$ cat src/rtl/soc_pio_ctrl_pkg.sv
// soc_pio_ctrl_pkg: shared op/state encodings and default PIO register offsets
package soc_pio_ctrl_pkg;
  typedef enum logic [1:0] {OP_WRITE = 2'd0, OP_READ = 2'd1, OP_SET = 2'd2, OP_CLR = 2'd3} op_e;
  typedef enum logic [2:0] {IDLE, WRITE, RD_ISSUE, RD_WAIT, RESP, RMW_RD, RMW_WAIT, RMW_WR} state_e;
  localparam int DATA_ADDR = 0;
  localparam int SET_ADDR = 4;
  localparam int CLR_ADDR = 5;
endpackage

$ cat src/rtl/soc_pio_ctrl_master.sv
// soc_pio_ctrl_master: Avalon-MM initiator driving a PIO slave from a command/response port
// Define SOC_PIO_CTRL_MASTER_RMW_EN to do set/clear as read-modify-write on offset 0.
module soc_pio_ctrl_master
  import soc_pio_ctrl_pkg::*;
#(
  parameter int ADDR_W = 3,
  parameter int DATA_W = 32,
  parameter int READ_LATENCY = 1,
  parameter int SET_ADDR = soc_pio_ctrl_pkg::SET_ADDR,
  parameter int CLR_ADDR = soc_pio_ctrl_pkg::CLR_ADDR
) (
  input  logic              clk,
  input  logic              reset,
  input  logic              cmd_valid,
  output logic              cmd_ready,
  input  logic [1:0]        cmd_op,
  input  logic [ADDR_W-1:0] cmd_addr,
  input  logic [DATA_W-1:0] cmd_data,
  output logic              rsp_valid,
  output logic [DATA_W-1:0] rsp_data,
  output logic [ADDR_W-1:0] avm_address,
  output logic              avm_chipselect,
  output logic              avm_write_n,
  output logic [DATA_W-1:0] avm_writedata,
  input  logic [DATA_W-1:0] avm_readdata,
  input  logic              avm_waitrequest
);
  state_e state;
  logic [ADDR_W-1:0] addr_q;
  logic [DATA_W-1:0] data_q;
  logic [1:0] cnt;
  logic wr_st, strobe;
`ifdef SOC_PIO_CTRL_MASTER_RMW_EN
  op_e op_q;
`endif
  assign wr_st = state == WRITE || state == RMW_WR;
  assign strobe = wr_st || state == RD_ISSUE || state == RMW_RD;
  assign cmd_ready = state == IDLE;
  assign rsp_valid = state == RESP;
  assign avm_chipselect = strobe;
  assign avm_write_n = !wr_st;
  assign avm_address = strobe ? addr_q : '0;
  assign avm_writedata = wr_st ? data_q : '0;
  always_ff @(posedge clk or posedge reset)
    if (reset) begin
      state <= IDLE;
      addr_q <= '0;
      data_q <= '0;
      cnt <= '0;
      rsp_data <= '0;
`ifdef SOC_PIO_CTRL_MASTER_RMW_EN
      op_q <= OP_WRITE;
`endif
    end else
      case (state)
        IDLE: if (cmd_valid) begin
          data_q <= cmd_data;
`ifdef SOC_PIO_CTRL_MASTER_RMW_EN
          op_q <= op_e'(cmd_op);
          addr_q <= cmd_op[1] ? ADDR_W'(DATA_ADDR) : cmd_addr;
          state <= cmd_op == OP_READ ? RD_ISSUE : cmd_op == OP_WRITE ? WRITE : RMW_RD;
`else
          addr_q <= cmd_op == OP_SET ? ADDR_W'(SET_ADDR) : cmd_op == OP_CLR ? ADDR_W'(CLR_ADDR) : cmd_addr;
          state <= cmd_op == OP_READ ? RD_ISSUE : WRITE;
`endif
        end
        WRITE: if (!avm_waitrequest) begin
          rsp_data <= '0;
          state <= RESP;
        end
        RD_ISSUE: if (!avm_waitrequest) begin
          cnt <= 2'(READ_LATENCY - 1);
          state <= RD_WAIT;
        end
        RD_WAIT: if (cnt == 0) begin
          rsp_data <= avm_readdata;
          state <= RESP;
        end else cnt <= cnt - 2'd1;
`ifdef SOC_PIO_CTRL_MASTER_RMW_EN
        RMW_RD: if (!avm_waitrequest) begin
          cnt <= 2'(READ_LATENCY - 1);
          state <= RMW_WAIT;
        end
        RMW_WAIT: if (cnt == 0) begin
          data_q <= op_q == OP_SET ? avm_readdata | data_q : avm_readdata & ~data_q;
          state <= RMW_WR;
        end else cnt <= cnt - 2'd1;
        RMW_WR: if (!avm_waitrequest) begin
          rsp_data <= data_q;
          state <= RESP;
        end
`endif
        default: state <= IDLE;
      endcase
endmodule

$ cat config.mk
export PLATFORM = sky130hd
export DESIGN_NAME = soc_pio_ctrl_master
export DESIGN_NICKNAME = d
export VERILOG_FILES = /design/src/rtl/soc_pio_ctrl_pkg.sv /design/src/rtl/soc_pio_ctrl_master.sv
export SDC_FILE = /design/constraint.sdc
export NUM_CORES = 1
export LEC_CHECK = 0
export ABC_AREA = 1
export ABC_CLOCK_PERIOD_IN_PS = 3300
export BUFFER_PORTS_ARGS = -buffer_cell sky130_fd_sc_hd__buf_2
export CAP_MARGIN = 20
export CORE_ASPECT_RATIO = 1.25
export CORE_MARGIN = 2
export CORE_UTILIZATION = 40
export DETAILED_ROUTE_END_ITERATION = 8
export GPL_ROUTABILITY_DRIVEN = 0
export PLACE_DENSITY = 0.72
export REMOVE_ABC_BUFFERS = 1
export SKIP_LAST_GASP = 1
export SYNTH_ARGS = -nofsm -noshare
export SYNTH_HDL_FRONTEND = slang
export SYNTH_SLANG_ARGS = --single-unit
export TNS_END_PERCENT = 10
$ cat constraint.sdc
create_clock -name clk -period 3.3 [get_ports clk]
set_input_delay 0.33 -clock clk [delete_from_list [all_inputs] [get_ports clk]]
set_output_delay 0.33 -clock clk [all_outputs]
set_load 0.01 [all_outputs]
Word level (Yosys, flattened, before mapping)
Cells that the tools add are included.
{ "totals": {"reg_bits": 72, "in_bits": 73, "output_inout_bits": 71} }
{ "classes": {"add_sub_neg": 1, "n_eq_ne": 14, "mux": 16, "n_reduce_logical": 12} }
{ "ops": {"columns": ["operator", "count"], "rows": [
  ["$mux 32", 3],
  ["$pmux 32 s2", 1],
  ["$mux 3", 7],
  ["$pmux 3 s4", 1],
  ["$ne 2x2->1 const B", 5],
  ["$eq 3x3->1 const B", 3],
  ["$eq 3x2->1 const B", 2],
  ["$mux 2", 3],
  ["$reduce_and 3->1", 2],
  ["$eq 2x2->1 const B", 2],
  ["$pmux 2 s2", 1],
  ["$reduce_and 4->1", 1],
  ["$reduce_bool 2->1", 2],
  ["$eq 3x1->1 const B", 1],
  ["$logic_not 3->1", 1],
  ["$logic_or 1x1->1", 3],
  ["$eq 2x1->1 const B", 1],
  ["$logic_not 2->1", 1],
  ["$reduce_and 2->1", 1],
  ["$sub 2x1->2 const B", 1],
  ["$logic_not 1->1", 1]
]} }

Logic depth before layout (Yosys ltp)
Gate-level depths: netlist of run 1.
{ "logic_depth": {"ltp_word": 5, "mapped_depth": 8, "mapped_depth_nobuf": 8} }

Least setup slack after synthesis of run 1
Ideal clock, no wire load.
{ "synth_path": {"path_kind": "flip-flop to output port", "from": "register state[1]", "to": "output avm_writedata[22]", "arrival_ps": 1204, "t_required_ps": 2970, "slack_ps": 1766, "path_stages_with_launch": 7, "path_cell_list": "dfrtp_1 inv_1 nor2_1 inv_1 nand3_1 buf_2 nor2_1"} }
{ "synth_via": {"elab_chain_cells": 3, "word_cells_on_any_way": 4} }
{ "synth_lines": {"columns": ["element", "line", "rtl"], "rows": [
  ["from (decl)", "soc_pio_ctrl_master.sv:28", "state_e state;"],
  ["from (signal assigned)", "soc_pio_ctrl_master.sv:64", "state <= cmd_op == OP_READ ? RD_ISSUE : WRITE;"],
  ["$eq 3x1->1 or $eq 3x3->1 (tied branches)", "soc_pio_ctrl_master.sv:36", "assign wr_st = state == WRITE || state == RMW_WR;"],
  ["$logic_or 1x1->1 (*)", "soc_pio_ctrl_master.sv:36", null],
  ["$mux 32 (*)", "soc_pio_ctrl_master.sv:43", "assign avm_writedata = wr_st ? data_q : '0;"],
  ["to (decl)", "soc_pio_ctrl_master.sv:24", "output logic [DATA_W-1:0] avm_writedata,"]
]} }
Every way passes the cells marked *; elsewhere a longest branch is shown, timed or not.

Worst setup path in the final report of run 1
{ "layout_path": {"from": "register state[1]", "to": "output avm_writedata[26]"} }
Same word-level chain as after synthesis.

==> results.ini, run 1 <==
[status]
status = finished clean

[critical_path]
slowest_stage = dfrtp_1
cp-start-kind = register
cp.required_ns = 2.97
worst_setup_path_end_kind = primary output
critPathTopFamily = buffers and inverters
cp_max_fo = 31
cp_slowest_stage_delay_ns = 0.46
path_buf_inv = 4
cp_cell_sequence = inv_1 -> nor2_1 -> inv_1 -> nand3_1 -> buf_4 -> nor2_1 -> buf_2
cp.arrival_ns = 2.00
critPathKind = register to primary output

[power]
ir_drop_mv = 0.3589
seqPwrFrac = 0.374
p_sw_mw = 1.378
leakagePower_nw = 2.465
powerDensity_mw_per_mm2 = 860.4
power_mw = 3.584
p_int_mw = 2.206
p_comb_frac = 0.394
clkPwrFrac = 0.232
p_sw_frac = 0.3845

[synthesis]
synth_area_leaders = dfrtp_1, nand2_1, nand3_1, inv_1, o21ai_0
ys_warn_count = 0
yosys.area.top_type = dfrtp_1
synth.avg_cell_area_um2 = 8.174
syn_inst = 383
syn_area_mm2 = 0.003131
synth-seq-cells = 72
yosysSeqAreaShare = 0.5755
ys.flop_type = dfrtp_1
yosys-top-cells-count = nand2_1, dfrtp_1, inv_1, nor2_1, nand3_1
synth-edff-count = 0
ys_types = 17
yosysMostFrequentCell = nand2_1
synth_top_area_share = 0.5755
synth-async-reset-ratio = 1.000

[detailed_routing]
viasPerCell = 4.611
drtIter0Drc = 110
ant_nets = 0
drt_first_pass_iters = 4
wire_per_inst_um = 11.30
drc = 0
vias = 2882
wl_um = 7065

[clock_tree]
h-tree-depth = 3
cts_setup_buffers = 0
clk_path_buf_depth = 2
cts_tree = built
worstSkewPairLatency_ns = 0.34
cts_resized = 0
cts.clk_slew.worst_paths_ns = 0.09
numCtsBuffers = 9
clockRootBuffer = clkbuf_8
cts-hold-fix-buffers = 0
cts_num_sinks = 72

[cells_and_area]
layout-drive-gt1-share = 0.3226
antenna_cells = 0
final_area_mm2 = 0.004165
instances_no_fill = 625
nNetsFinal = 599
syn2layout_area_growth_pct = 33.05

[grt]
gr-total-overflow = 0
grt_pass1_wl_um = 11040
grtUsageTotal = 0.1614
antenna_found_initial = 0
grt_max_degree = 47
grt_pass1_vias = 2564

[sta]
rsz0062_at_grt = no
relSlewSlack = 0.6312
hold_viol_final = 0
finClkSkew_ns = 0.01306
maxSlewViolCount = 0
finalSetupViolCount = 0
worst_pin_slew_ns = 0.5532
fin_setup_tns_ns = 0
period_share = 0.7067
fin_crit_ns = 2.332
finalWorstSetupSlack_ns = 0.9678
fmax_ghz = 0.4288

[min_path]
hold_path_class = input port to asynchronous set/reset pin

[place]
post-place-cells = 609
place_ws_ns = 1.159
dpl_cell_area_mm2 = 0.003921
io_buffers = 143
hpwl_um = 5254

[floorplan]
num_io_pins = 144
start_util = 0.4064
chipHeight_um = 102.9
fp-row-count = 36
die_w_um = 83.13
coreArea_mm2 = 0.007702
fp.dieArea_mm2 = 0.008554

[job]
drv_cap = 0

==> layout make-up <==
cell class,instances,area [um^2]
Sequential cell,72,1802
Tap cell,95,118.9
Inverter,48,180.2
Multi-Input combinational cell,244,1052
Clock inverter,7,120.1
Clock buffer,9,123.9
Fill cell,726,3537
Timing Repair Buffer,150,768.2
==> sequential cells by signal, summed over array words and instances (netlist names) <==
| name | cells |
|---|---|
| data_q | 32 |
| rsp_data | 32 |
| addr_q | 3 |
| state | 3 |
| cnt | 2 |
==> cell usage in the layout, fill, tap and decap left out, drive strengths merged <==
cell      count
a21oi         1
buf         150
bufinv        3
clkbuf        9
clkinv        3
clkinvlp      1
dfrtp        72
ha            1
inv          48
nand2       119
nand3        38
nor2         42
nor3          1
o21ai        41
o21bai        1
==> metrics by stage <==
stage,util,hold slack (ns)
2_1_floorplan,-,0.4510
3_3_place_gp,0.5091,0.4085
3_5_place_dp,0.5091,0.4258
4_1_cts,0.5408,0.03808
5_1_grt,0.5408,0.06164
6_report,0.5408,0.03888
==> worst register-to-register path: cells and delay by family, from the launching register on <==
kind,cells,cell delay (ns)
buffers and inverters,3,0.95
and+or+nand+nor,5,0.56
DFF,1,0.46
AOI/OAI and AO/OA,1,0.09
==> metal layers <==
| metal | part of all wire | up-vias | track usage | routed length (um) |
|---|---|---|---|---|
| li1 | - | 1458 | - | - |
| met1 | 0.44 | 1291 | 0.1943 | 3096 |
| met2 | 0.48 | 126 | 0.2742 | 3356 |
| met3 | 0.075 | 7 | 0.03763 | 529 |
| met4 | 0.012 | 0 | 0.08197 | 82 |
| met5 | 0 | - | 0 | 0 |
==> kinds of logic (layout without fill, tap and decap cells) <==
logic type	after synthesis	after routing	synth area share
buffers and inverters	67	214	0.09032
DFF	72	72	0.5755
adders and majority gates	1	1	0.003996
AOI/OAI and AO/OA	43	43	0.07074
and+or+nand+nor	200	200	0.2594
==> worst paths after layout <==
path | slack [ns] | start | cells past startpoint | to
setup / recovery | 0.97 | state[1] | 7 | avm_writedata[26]
hold / removal | 0.04 | reset | 3 | data_q[10]
setup reg to reg | 1.14 | state[1] | 9 | rsp_data[12]
hold reg to reg | 0.48 | rsp_data[9] | 2 | rsp_data[9]
max in group asynchronous | 2.78 | reset | 3 | cnt[0]
min in group clk | 0.19 | cmd_data[10] | 3 | data_q[10]
==> power groups by stage <==
stage	Clock, mW	Combinational [mW]	Sequential [mW]
final	0.830	1.41	1.34
after global routing	0.885	1.62	1.38
after CTS	0.857	1.44	1.34
after detailed placement	0	1.44	1.35
after global placement	0	1.41	1.35
after floorplan	0	0.848	1.37
No activity file was read; power rests on OpenSTA's default activity.
==> run 2: changes to the inputs <==
ABC_AREA = 0   (was 1)
ABC_CLOCK_PERIOD_IN_PS = 2100   (was 3300)
PLACE_DENSITY = 0.74   (was 0.72)
clock period = 2.1 ns   (was 3.3 ns; I/O delays follow)
==> run 2 against run 1 <==
Compared with the run above:
- clock skew decreased by 0.0072 ns
- register-to-register slack got worse by 0.64 ns
- worst setup slack got worse by 0.80 ns
- sequential share of layout area decreased by 0.98 points
- global-route usage increased by 1.9 points
- via count decreased by 7.4%
- flip-flop and latch count unchanged
- count of clock-buffer cells in the layout increased by 3
- final area increased by 2.3%
- utilization about the same
- area after synthesis increased by 4.7%
- non-clock buffer count increased by 5
- largest power group unchanged
==> results.ini, run 2 <==
[cells_and_area]
layout-drive-gt1-share = 0.4187
nNetsFinal = 521
reg_top3 = data_q x32, rsp_data x32
n_fill_cell = 728
final_cell_mix = buf_2, dfrtp_1, inv_1
multi_input_area_mm2 = 0.001201
layout_commonest_cell = buf_2
seq_area_mm2 = 0.001802
antenna_cells = 0
instances_no_fill = 544
syn2layout_area_growth_pct = 30.00

[synthesis]
syn_inst = 305
yosysMostFrequentCell = dfrtp_1
ys_warn_count = 0
synth_area_leaders = dfrtp_1, mux2_2, and2_1, nand4_1, o21ai_0
ys_types = 33
yosys-top-cells-count = dfrtp_1, inv_1, o21ai_0, and2_1, nand4_1
syn_area_mm2 = 0.003278
synth_top_area_share = 0.5496
ys.flop_type = dfrtp_1
synth-async-reset-ratio = 1.000
synth.avg_cell_area_um2 = 10.75
synth-edff-count = 0
yosysSeqAreaShare = 0.5496
yosys.area.top_type = dfrtp_1
synth-seq-cells = 72

[grt]
grt_max_degree = 73
grtUsageTotal = 0.1800
gr-total-overflow = 0
grt_pass1_wl_um = 12570
grt_pass1_vias = 2592
antenna_found_initial = 0

[floorplan]
num_io_pins = 144
start_util = 0.4159
chipHeight_um = 105.2
fp-row-count = 36
coreArea_mm2 = 0.007883
die_w_um = 84.97
fp.dieArea_mm2 = 0.008940

[critical_path]
worst_setup_path_end_kind = primary output
r2r_start = state[0]
r2r-end = data_q[29]
cp.arrival_ns = 1.72
cp.required_ns = 1.89
cp-startpoint = state[2]
cp-start-kind = register
critPathKind = register to primary output
regToRegSetupSlack_ns = 0.50
cp_max_fo = 33
reg2reg_depth = 3

[sta]
fin_crit_ns = 1.928
fmax_ghz = 0.5188
finalWorstSetupSlack_ns = 0.1723
period_share = 0.9180
finalSetupViolCount = 0
maxSlewViolCount = 0
hold_viol_final = 0
finClkSkew_ns = 0.005868
worst_pin_slew_ns = 0.3814
rsz0062_at_grt = no
timing.hold.ws_ns = 0.08663
relSlewSlack = 0.7458

[min_path]
hold_path_class = input port to register
hp-start = cmd_data[8]
hold_depth = 2
min_to = data_q[8]

[status]
status = finished clean

[clock_tree]
h-tree-depth = 3
numCtsBuffers = 9
cts_tree = built
clockRootBuffer = clkbuf_8
cts_setup_buffers = 0
clk_path_buf_depth = 2
cts_num_sinks = 72
cts-hold-fix-buffers = 1
worstSkewPairLatency_ns = 0.34
cts_resized = 0
cts.clk_slew.worst_paths_ns = 0.07

[power]
ir_drop_mv = 0.6953
power_mw = 6.342
powerDensity_mw_per_mm2 = 1488
leakagePower_nw = 2.164

[job]
drv_cap = 0

[detailed_routing]
vias = 2668
drtIter0Drc = 113
drt_first_pass_iters = 4
viasPerCell = 4.904
drc = 0
wl_um = 7654
ant_nets = 0
wire_per_inst_um = 14.07

[place]
post-place-cells = 530
place_ws_ns = 0.5101
io_buffers = 143
hpwl_um = 5561

[run 2: final cells by class]
type / instances / area share
inverters: 39 / 0.03435
multi-input cells: 170 / 0.2819
clock buffers: 12 / 0.03641
clock inverters: 1 / 0.001174
repair buffers: 155 / 0.1955
well taps: 95 / 0.02789
flip-flops and latches: 72 / 0.4228
[run 2: how the worst max path moves through the flow]
| stage | slack [ns] | depth (start not counted) | end |
|---|---|---|---|
| floorplan | -0.60 | 2 | data_q[14] |
| global placement | 0.54 | 5 | avm_writedata[9] |
| detailed placement | 0.51 | 3 | data_q[29] |
| CTS | 0.15 | 5 | avm_address[0] |
| global route | 0.01 | 5 | avm_address[2] |
| finish | 0.17 | 5 | avm_writedata[9] |
[run 2: kinds of logic after synthesis]
family          count (synthesis)  synth area share
simple gates                   90            0.1706
fa+ha+maj                       1          0.003816
xor+xnor                        2          0.005344
compound gates                 44           0.07290
flops                          72            0.5496
mux                            33            0.1130
buf+inv                        63           0.08473
[run 2: metal layers]
layer / wire length (um) / vias to the layer above / part of all wire / global-route usage
li1: - / 1300 / - / -
met1: 3286 / 1236 / 0.43 / 0.2317
met2: 3588 / 121 / 0.47 / 0.2801
met3: 639 / 11 / 0.083 / 0.05247
met4: 140 / 0 / 0.018 / 0.08050
met5: 0 / - / 0 / 0
[run 2: worst max-delay path: stages (launching register included)]
cell and delay (ns):
dfrtp_1 0.50, xor2_1 0.19, nor2_1 0.10, buf_4 0.27, and2_1 0.18, buf_2 0.13
[run 2: stage by stage]
stage / instance area, um^2 / util / setup TNS (ns)
3_3_place_gp: 4091 / 0.5190 / 0
6_report: 4262 / 0.5406 / 0
3_5_place_dp: 4091 / 0.5190 / 0
4_1_cts: 4262 / 0.5406 / 0
2_1_floorplan: 3147 / - / -42.36
5_1_grt: 4262 / 0.5406 / 0
[run 2: where the power goes]
group / switching, mW / leakage [nW] / internal [mW] / total, mW
clock: 0.473 / 0.0842 / 0.473 / 0.946
sequential: 0.349 / 0.913 / 2.04 / 2.39
combinational: 1.65 / 1.17 / 1.36 / 3.01
==> run 3: changes to the inputs <==
==> constraint.sdc (replaced) <==
create_clock -name clk -period 2.1 [get_ports clk]
set_input_delay 0.105 -clock clk [delete_from_list [all_inputs] [get_ports clk]]
set_output_delay 0.105 -clock clk [all_outputs]
set_load 0.01 [all_outputs]
==> run 3 against run 2 <==
Compared with the run above:
- flip-flop and latch count unchanged
- routed wire length increased by 13%
- final cell count increased by 6.1%
- via count increased by 5.8%
- sequential power increased by 2%
- sequential share of layout area decreased by 3.4 points
- total power increased by 6.5%
- register-to-register slack got worse by 0.11 ns
==> results.ini, run 3 (same netlist as run 2, synthesis figures left out) <==
[floorplan]
chipHeight_um = 105.2
num_io_pins = 144
fp-row-count = 36
die_w_um = 84.97
fp.dieArea_mm2 = 0.008940
start_util = 0.4159
coreArea_mm2 = 0.007883

[sta]
rsz0062_at_grt = no
finalSetupViolCount = 0
maxSlewViolCount = 0
relSlewSlack = 0.6037
worst_pin_slew_ns = 0.5936
period_share = 0.9073
fin_setup_tns_ns = 0
fmax_ghz = 0.5248
fin_crit_ns = 1.905
finClkSkew_ns = 0.006283
hold_viol_final = 0

[clock_tree]
cts_resized = 0
cts.clk_slew.worst_paths_ns = 0.07
cts_num_sinks = 72
cts_tree = built
clk_path_buf_depth = 2
clockRootBuffer = clkbuf_8
h-tree-depth = 3
cts_setup_buffers = 0
worstSkewPairLatency_ns = 0.33
numCtsBuffers = 9

[cells_and_area]
final_area_mm2 = 0.004636
antenna_cells = 0
nNetsFinal = 551
layout_commonest_cell = buf_2
reg_top3 = data_q x32, rsp_data x32
final_core_util = 0.5881
syn2layout_area_growth_pct = 41.41
final_cell_mix = buf_2, dfrtp_1, inv_1
layout-drive-gt1-share = 0.3942

[grt]
antenna_found_initial = 0
grt_pass1_vias = 2873
grt_use_met2 = 0.3315
grtUsageTotal = 0.1995
gr-total-overflow = 0
grt_pass1_wl_um = 14260
grt_util_met1 = 0.2549
use_met3 = 0.05168
grt_max_degree = 47
top_usage_layer = met2

[critical_path]
cp-start-kind = register
regToRegSetupSlack_ns = 0.39
worst_setup_path_end_kind = primary output
r2r_start = state[1]
cp.arrival_ns = 1.80
cp.required_ns = 2.00
r2r-end = rsp_data[10]
critPathKind = register to primary output
reg2reg_depth = 5
cp_max_fo = 33

[power]
clkPwrFrac = 0.182
ir_drop_mv = 0.8096
p_comb_frac = 0.458
leakagePower_nw = 2.317
seqPwrFrac = 0.360
p_int_mw = 4.163
p_sw_mw = 2.591
p_sw_frac = 0.3836
power_mw = 6.754
powerDensity_mw_per_mm2 = 1457

[min_path]
hp-start = cmd_data[29]
hold_path_class = input port to register
min_to = data_q[29]
hold_depth = 2

[detailed_routing]
viasPerCell = 4.891
vias = 2822
drtIter0Drc = 78
drc = 0
drt_first_pass_iters = 4
wl_um = 8661
ant_nets = 0
wire_per_inst_um = 15.01

[job]
drv_cap = 0

[place]
dpl_cell_area_mm2 = 0.004084
hpwl_um = 5635
io_buffers = 143

[status]
status = finished clean

==> run 3: cell types whose count changed in the layout (fill, tap and decap cells not counted), sizes merged <==
cell	delta
buf	-1
bufinv	+2
clkinvlp	+1
dlygate4sd3	+31
==> run 3: what timing repair did <==
action	CTS	global route
endpoints found under the hold margin	57	0
setup endpoints to repair	0	0
hold buffers	32	0
==> run 3: worst max path at each step <==
stage                        start           endpoint  cells after the start
after global routing      state[0]  avm_writedata[18]                      5
after floorplan           state[1]         data_q[14]                      2
after detailed placement  state[1]       rsp_data[10]                      5
final                     state[1]  avm_writedata[18]                      5
after CTS                 state[1]  avm_writedata[11]                      5
after global placement    state[1]       rsp_data[18]                      5
==> run 3: cell type report <==
class	count	area (um^2)
well taps	95	118.9
clock inverters	4	76.32
repair buffers	185	1136
flip-flops and latches	72	1802
multi-input cells	170	1201
fillers	640	3247
inverters	39	146.4
clock buffers	12	155.1
==> run 3: power by group through the flow <==
stage | registers, mW | clock network, mW | logic (mW)
after global routing | 2.52 | 1.34 | 3.42
after floorplan | 2.52 | 0 | 1.62
after CTS | 2.42 | 1.28 | 3.08
final | 2.43 | 1.23 | 3.09
after detailed placement | 2.43 | 0 | 3.04
after global placement | 2.40 | 0 | 2.96
==> run 3: per-stage QoR <==
step                hold WS (ns)  worst slack, ns  cells
floorplan                 0.2397          -0.5980    281
global placement          0.1959           0.4655    529
detailed placement        0.2013           0.3891    529
CTS                     0.002418           0.1981    577
global route            0.003044          0.04738    577
finish                   0.01929           0.1946    577
==> run 3: critical path, stage by stage (launching register included) <==
cell	delay (ns)
dfrtp_1	0.52
xor2_1	0.21
nor2_1	0.11
buf_4	0.28
and2_1	0.20
buf_2	0.14
==> run 3: routing by layer <==
metal / vias to the layer above / part of all wire
met2: 122 / 0.50
met5: - / 0
li1: 1372 / -
met1: 1318 / 0.42
met4: 0 / 0.014
met3: 10 / 0.067
